## src/rtl/multicycle_ctrl_fsm.sv

```systemverilog
// multicycle_ctrl_fsm: main control FSM of the multicycle RV32I core.
// Sequences the shared ALU, the memory port, the register-file write and the
// PC/IR enables state by state, and retires one instruction per pass through
// FETCH.
// Optional build macro MEM_WAIT_EN: when defined, FETCH, MEMREAD and MEMWRITE
// hold until mem_ready=1. When it is undefined, mem_ready is ignored.
// Ports:
//   clk, rst           rising-edge clock, synchronous active-high reset
//   op                 opcode from the instruction register
//   zero               ALU zero flag (branch decision)
//   mem_ready          memory handshake (MEM_WAIT_EN builds only)
//   pc_write, ir_write PC and IR/OldPC load enables
//   adr_src            memory address select: 0=PC, 1=result bus
//   mem_write          memory write strobe
//   result_src         00=ALUOut, 01=Data, 10=ALU result
//   alu_src_a/b        ALU operand selects
//   alu_op             instruction-type code for the ALU decoder
//   reg_write          register-file write enable
//   instr_done         pulse in the final state of each instruction
//   illegal_op         pulse on an undecodable opcode
//   retired            count of completed instructions (wraps silently)
module multicycle_ctrl_fsm #(
    parameter int OP_WIDTH    = 7,
    parameter int ALUOP_WIDTH = 3,
    parameter int CNT_WIDTH   = 32
) (
    input  logic                   clk,
    input  logic                   rst,
    input  logic [OP_WIDTH-1:0]    op,
    input  logic                   zero,
    input  logic                   mem_ready,
    output logic                   pc_write,
    output logic                   adr_src,
    output logic                   mem_write,
    output logic                   ir_write,
    output logic [1:0]             result_src,
    output logic [1:0]             alu_src_a,
    output logic [1:0]             alu_src_b,
    output logic [ALUOP_WIDTH-1:0] alu_op,
    output logic                   reg_write,
    output logic                   instr_done,
    output logic                   illegal_op,
    output logic [CNT_WIDTH-1:0]   retired
);
    localparam logic [OP_WIDTH-1:0] OP_LOAD  = 7'b0000011;
    localparam logic [OP_WIDTH-1:0] OP_STORE = 7'b0100011;
    localparam logic [OP_WIDTH-1:0] OP_R     = 7'b0110011;
    localparam logic [OP_WIDTH-1:0] OP_I     = 7'b0010011;
    localparam logic [OP_WIDTH-1:0] OP_BEQ   = 7'b1100011;
    localparam logic [OP_WIDTH-1:0] OP_JAL   = 7'b1101111;
    localparam logic [OP_WIDTH-1:0] OP_JALR  = 7'b1100111;
    localparam logic [OP_WIDTH-1:0] OP_LUI   = 7'b0110111;
    localparam logic [OP_WIDTH-1:0] OP_AUIPC = 7'b0010111;

    localparam logic [ALUOP_WIDTH-1:0] T_ALU   = 3'b000;
    localparam logic [ALUOP_WIDTH-1:0] T_ADD   = 3'b001;
    localparam logic [ALUOP_WIDTH-1:0] T_STORE = 3'b010;
    localparam logic [ALUOP_WIDTH-1:0] T_BR    = 3'b011;
    localparam logic [ALUOP_WIDTH-1:0] T_AUIPC = 3'b100;
    localparam logic [ALUOP_WIDTH-1:0] T_LUI   = 3'b101;
    localparam logic [ALUOP_WIDTH-1:0] T_JALR  = 3'b110;

    typedef enum logic [3:0] {
        FETCH, DECODE, MEMADR, MEMREAD, MEMWB, MEMWRITE, EXECUTER, EXECUTEI,
        LUI, AUIPC, ALUWB, BEQ, JAL, JALR_ADR, JALR
    } state_t;

    state_t state, next_state;
    logic   ready;

`ifdef MEM_WAIT_EN
    assign ready = mem_ready;
`else
    logic unused_mem_ready;
    assign unused_mem_ready = mem_ready;
    assign ready = 1'b1;
`endif

    always_ff @(posedge clk) begin
        if (rst) begin
            state   <= FETCH;
            retired <= '0;
        end else begin
            state <= next_state;
            if (instr_done)
                retired <= retired + CNT_WIDTH'(1);
        end
    end

    always_comb begin
        next_state = state;
        pc_write   = 1'b0;
        adr_src    = 1'b0;
        mem_write  = 1'b0;
        ir_write   = 1'b0;
        result_src = 2'b00;
        alu_src_a  = 2'b00;
        alu_src_b  = 2'b00;
        alu_op     = T_ALU;
        reg_write  = 1'b0;
        instr_done = 1'b0;
        illegal_op = 1'b0;
        case (state)
            FETCH: begin
                ir_write   = ready;
                pc_write   = ready;
                alu_src_b  = 2'b10;
                alu_op     = T_ADD;
                result_src = 2'b10;
                next_state = ready ? DECODE : FETCH;
            end
            DECODE: begin
                // Precompute branch/JAL target (OldPC + imm) into ALUOut.
                alu_src_a = 2'b01;
                alu_src_b = 2'b01;
                alu_op    = T_ADD;
                case (op)
                    OP_LOAD, OP_STORE: next_state = MEMADR;
                    OP_R:              next_state = EXECUTER;
                    OP_I:              next_state = EXECUTEI;
                    OP_BEQ:            next_state = BEQ;
                    OP_JAL:            next_state = JAL;
                    OP_JALR:           next_state = JALR_ADR;
                    OP_LUI:            next_state = LUI;
                    OP_AUIPC:          next_state = AUIPC;
                    default: begin
                        next_state = FETCH;
                        illegal_op = 1'b1;
                    end
                endcase
            end
            MEMADR: begin
                alu_src_a  = 2'b10;
                alu_src_b  = 2'b01;
                alu_op     = (op == OP_STORE) ? T_STORE : T_ADD;
                next_state = (op == OP_STORE) ? MEMWRITE : MEMREAD;
            end
            MEMREAD: begin
                adr_src    = 1'b1;
                next_state = ready ? MEMWB : MEMREAD;
            end
            MEMWB: begin
                result_src = 2'b01;
                reg_write  = 1'b1;
                instr_done = 1'b1;
                next_state = FETCH;
            end
            MEMWRITE: begin
                // Strobe held for the whole wait; retire only on acceptance.
                adr_src    = 1'b1;
                mem_write  = 1'b1;
                instr_done = ready;
                next_state = ready ? FETCH : MEMWRITE;
            end
            EXECUTER: begin
                alu_src_a  = 2'b10;
                next_state = ALUWB;
            end
            EXECUTEI: begin
                alu_src_a  = 2'b10;
                alu_src_b  = 2'b01;
                next_state = ALUWB;
            end
            LUI: begin
                alu_src_b  = 2'b01;
                alu_op     = T_LUI;
                next_state = ALUWB;
            end
            AUIPC: begin
                alu_src_a  = 2'b01;
                alu_src_b  = 2'b01;
                alu_op     = T_AUIPC;
                next_state = ALUWB;
            end
            ALUWB: begin
                reg_write  = 1'b1;
                instr_done = 1'b1;
                next_state = FETCH;
            end
            BEQ: begin
                alu_src_a  = 2'b10;
                alu_op     = T_BR;
                pc_write   = zero;
                instr_done = 1'b1;
                next_state = FETCH;
            end
            JAL, JALR: begin
                // Load target from ALUOut into PC while OldPC+4 is formed.
                alu_src_a  = 2'b01;
                alu_src_b  = 2'b10;
                alu_op     = T_ADD;
                pc_write   = 1'b1;
                next_state = ALUWB;
            end
            JALR_ADR: begin
                alu_src_a  = 2'b10;
                alu_src_b  = 2'b01;
                alu_op     = T_JALR;
                next_state = JALR;
            end
            default: next_state = FETCH;
        endcase
    end
endmodule

```

## config.mk

```make
export PLATFORM = sky130hd
export DESIGN_NAME = multicycle_ctrl_fsm
export DESIGN_NICKNAME = d
export VERILOG_FILES = /design/src/rtl/multicycle_ctrl_fsm.sv
export SDC_FILE = /design/constraint.sdc
export NUM_CORES = 1
export LEC_CHECK = 0
export CORE_UTILIZATION = 48
export CTS_CLUSTER_SIZE = 16
export DETAILED_ROUTE_END_ITERATION = 7
export GPL_ROUTABILITY_DRIVEN = 0
export PLACE_DENSITY_LB_ADDON = 0.2
export SYNTH_ARGS = -nofsm -noshare
export SYNTH_HDL_FRONTEND = slang
export SYNTH_SLANG_ARGS = --single-unit
```

## constraint.sdc

```tcl
create_clock -name clk -period 1.8 [get_ports clk]
set_input_delay 0.36 -clock clk [delete_from_list [all_inputs] [get_ports clk]]
set_output_delay 0.36 -clock clk [all_outputs]
set_load 0.1 [all_outputs]
```

==> results of run 1 <==
kinds of logic after synthesis:
group	after synthesis	share of synthesized area [%]
flip-flops	36	34.6
buffers and inverters	17	4.08
multiplexers	2	1.02
adder cells (fa/ha/maj)	1	0.600
AND/OR/NAND/NOR	147	37.2
XOR/XNOR	29	12.2
AO/OA/AOI/OAI	33	10.4
cells in the mapped netlist, types with 2 or more instances:
cell type	count	share of area, %
nor2_1	44	7.9
dfxtp_1	36	35
nand2_1	27	4.9
xnor2_1	24	10
nor3_1	16	3.8
a21oi_1	13	3.1
nand3_1	13	3.1
o21ai_0	11	2.6
nor4_1	9	2.7
clkbuf_1	7	1.3
nand4_1	7	2.1
inv_1	5	0.90
xor2_1	5	2.1
and3_1	4	1.2
and4_1	4	1.7
or3_1	4	1.2
nand2b_1	3	0.90
nor2b_1	3	0.90
buf_4	2	0.72
o211ai_4	2	2.0
or2_2	2	0.60
timing repair:
item                       CTS
pin swaps                   15
hold endpoints to repair     0
buffers inserted            10
gates resized for setup     55
hold buffers                 0
setup endpoints to repair   17
through the flow:
stage	cells	setup TNS [ns]
4_1_cts	401	-1.10
3_5_place_dp	383	-2.23
3_3_place_gp	383	-1.82
2_1_floorplan	265	-1.04
==> results.cfg, run 1 <==
[synthesis]
ys_seq_area_share_pct = 34.6
synthFlopType = dfxtp_1
synth_nets = 277
synthCells = 265
syn_avg_cell_area_sq_um = 7.87
synth_seq_cells = 36
synth_edf_count = 0
syn_area_sq_mm = 0.00208
ys_types = 45
yosys_warnings = 0
ys_async_sr_fraction_pct = 0

[place]
placed_area_sq_mm = 0.00358
place.port_buffers = 57
pre_cts_slack_ns = -0.589
hpwl_um = 4980

[clock_network]
clockBufferDepth = 2
cts_max_level = 2
cts_made_buffers = 5
clock-root-buffer = clkbuf_8
cts_num_sinks = 36

[timing]
crit_endpoint = pc_write
worst_endpoint_kind = output port

[status]
run_status = aborted with a tool error
haltStage = global routing
first-error = [ERROR DPL-0038] Utilization greater than 100%, impossible to legalize

[floorplanning]
rows = 23
initial_core_util_pct = 51.0
die-height_um = 67.9
die_x_um = 67.9
num_io_pins = 59

[global_routing]
grt_max_degree = 19
==> run 2: changes to the inputs <==
==> config.mk (replaced) <==
export PLATFORM = sky130hd
export DESIGN_NAME = multicycle_ctrl_fsm
export DESIGN_NICKNAME = d
export VERILOG_FILES = /design/src/rtl/multicycle_ctrl_fsm.sv
export SDC_FILE = /design/constraint.sdc
export NUM_CORES = 1
export LEC_CHECK = 0
export CORE_UTILIZATION = 40
export DETAILED_ROUTE_END_ITERATION = 7
export GPL_ROUTABILITY_DRIVEN = 0
export PLACE_DENSITY_LB_ADDON = 0.15
export SYNTH_ARGS = -nofsm -noshare
export SYNTH_HDL_FRONTEND = slang
export SYNTH_SLANG_ARGS = --single-unit
==> run 2 against run 1 <==
  * The flow now finishes, with violations (setup timing)
  * Synthesized cell count unchanged
  * Area after synthesis unchanged
==> results.cfg, run 2 <==
[synthesis]
synth_edf_count = 0
yosysTopAreaCellShare_pct = 34.6
synth_seq_cells = 36
synthCells = 265
synth_area_leaders = dfxtp_1, xnor2_1, nor2_1
synthFlopType = dfxtp_1
syn_avg_cell_area_sq_um = 7.87
synth_nets = 277
synth_common_cells = nor2_1, dfxtp_1, nand2_1
yosysTopAreaCell = dfxtp_1
yosysMostFrequentCell = nor2_1
yosys_warnings = 0
ys_async_sr_fraction_pct = 0
ys_seq_area_share_pct = 34.6
syn_area_sq_mm = 0.00208
ys_types = 45

[timing]
tightest_slew_ns = 0.470
period_share_pct = 110
skew_ns = 0.00749
period_needed_ns = 1.99
rsz0062_at_grt = true
setup_viol = 19
finalHoldViolations = 0
relSlewSlack_pct = 68.4
slew_viol_final = 0
fmax_mhz = 503
fin_ws_ns = -0.187

[power_and_ir_drop]
leakage_nw = 1.50
p_per_area_mw_per_mm2 = 1210
max-vdd-ir-drop_mv = 1.07
comb_power_share_pct = 70.6
clock_power_share_pct = 11.2
finalPower_mw = 5.00
swShare_pct = 51.0
pwr-share-seq_pct = 18.3
p_int_mw = 2.45
p_switching_mw = 2.55

[critical_path]
rr_worst_depth = 8
crit_type = reg -> out
worstPathRequired_ns = 1.44
cp-end-kind = output port
rr_endpoint = retired[28]
arrival_ns = 1.63
cp-endpoint = reg_write
critPathLaunchType = flip-flop
r2r-start = state[2]
worst-path-max-fanout = 4
rrSetupSlack_ns = -0.08
startpoint = state[2]

[global_routing]
antenna_found_initial = 0
grt_max_degree = 19
grt_pass1_wl_um = 10200
globalRouteOverflowTotal = 0
grt_util_all_layers_pct = 24.5
grt_pass1_vias = 2202

[final_layout]
final_cell_area_sq_mm = 0.00413
diodes = 0
final_nets = 380
largest_reg_flops = 32
layout-drive-gt1-share_pct = 55.6
final_cell_mix = buf_12, buf_4, nor2_1
fin_cells = 436
multi_input_area_sq_mm = 0.00164
regMostFlops = retired
reg_top3 = retired x32, state x4
area_growth_pct = 98.3
ff_latch_area_sq_um = 816
num-fill-cells = 258
mostFrequentLayoutCell = buf_12

[clock_network]
ctsHoldBuffers = 0
cts_made_buffers = 5
cts_num_sinks = 36
clockBufferDepth = 2
clock-root-buffer = clkbuf_8
cts_max_level = 2
clock_latency_ns = 0.30
clk_pin_slew_ns = 0.07
cts_tree = built

[status]
run_status = finished, violations left
violations = setup timing

[floorplanning]
die-height_um = 74.2
num_io_pins = 59
initial_core_util_pct = 42.7
dieArea_sq_mm = 0.00550
core_area_sq_mm = 0.00488
rows = 25
die_x_um = 74.2

[drt]
drtPass1Iterations = 4
viasPerCell = 5.76
first_iter_violations = 150
vias = 2510
wl_per_cell_um = 17.7
wl_um = 7710
drc_errors = 0
antenna_left = 0

[place]
hpwl_um = 4300
place.port_buffers = 57
placed_area_sq_mm = 0.00363
placedCellCount = 405

[job]
maxCapViolations = 0

[hold_path]
hold_class = in -> reg
[run 2: cell counts after synthesis]
Identical to the previous run, type by type.
[run 2: worst max-delay path, cell delays in order, from the launching register on]
cell     delay, ns
dfxtp_2       0.38
buf_4         0.13
nor3b_4       0.20
buf_4         0.15
nor2_4        0.04
buf_4         0.14
nor2_4        0.10
buf_12        0.18
[run 2: layout make-up]
type | instances | area share [%]
Clock buffer | 5 | 1.67
Clock inverter | 3 | 0.333
Inverter | 5 | 0.545
Multi-Input combinational cell | 213 | 39.7
Sequential cell | 36 | 19.7
Tap cell | 67 | 2.03
Timing Repair Buffer | 107 | 36.0
[run 2: routing by layer]
| metal | up-vias | global-route usage, % | part of all wire [%] |
|---|---|---|---|
| li1 | 1144 | - | - |
| met1 | 1227 | 29.8 | 40 |
| met2 | 119 | 42.3 | 51 |
| met3 | 20 | 6.37 | 6.3 |
| met4 | 0 | 7.05 | 2.2 |
| met5 | - | 0 | 0 |
[run 2: worst min-delay path by stage]
stage / startpoint / end / cells past startpoint
3_3_place_gp: retired[2] / retired[2] / 2
3_5_place_dp: retired[2] / retired[2] / 2
5_1_grt: op[5] / state[0] / 4
2_1_floorplan: rst / retired[2] / 2
4_1_cts: op[5] / state[0] / 4
6_report: op[5] / state[0] / 4
[run 2: through the flow]
step                hold slack [ns]  setup slack, ns  util (%)  setup TNS (ns)
floorplan                     0.551           -0.360         -           -1.04
global placement              0.498           -0.511      74.4           -1.63
detailed placement            0.511           -0.528      74.4           -1.81
CTS                           0.426           -0.160      80.0          -0.997
global route                  0.478           -0.258      84.7           -3.30
finish                        0.451           -0.187      84.7           -1.54
[run 2: cells by family (layout without fill, tap and decap cells)]
logic type	count (synthesis)	after routing	share of synthesized area, %
and+or+nand+nor	147	147	37.2
buffers and inverters	17	120	4.08
DFF	36	36	34.6
muxes	2	2	1.02
adders and majority gates	1	1	0.600
xor gates and xnor gates	29	29	12.2
AOI/OAI and AO/OA	33	34	10.4
[run 2: what timing repair did]
| action | in CTS | in global routing |
|---|---|---|
| buffers inserted | 12 | 9 |
| pin swaps | 14 | 19 |
| resized for setup | 48 | 31 |
| endpoints found under the setup margin | 15 | 35 |
| cloned | 0 | 2 |
[run 2: power by group through the flow]
stage	Clock (mW)	Sequential, mW	Combinational, mW
after floorplan	0	0.902	2.15
after global placement	0	0.885	3.04
after detailed placement	0	0.888	3.07
after CTS	0.556	0.882	3.27
after global routing	0.606	0.916	3.62
final	0.559	0.915	3.53
Note: power is estimated with default switching activity, not from simulation.
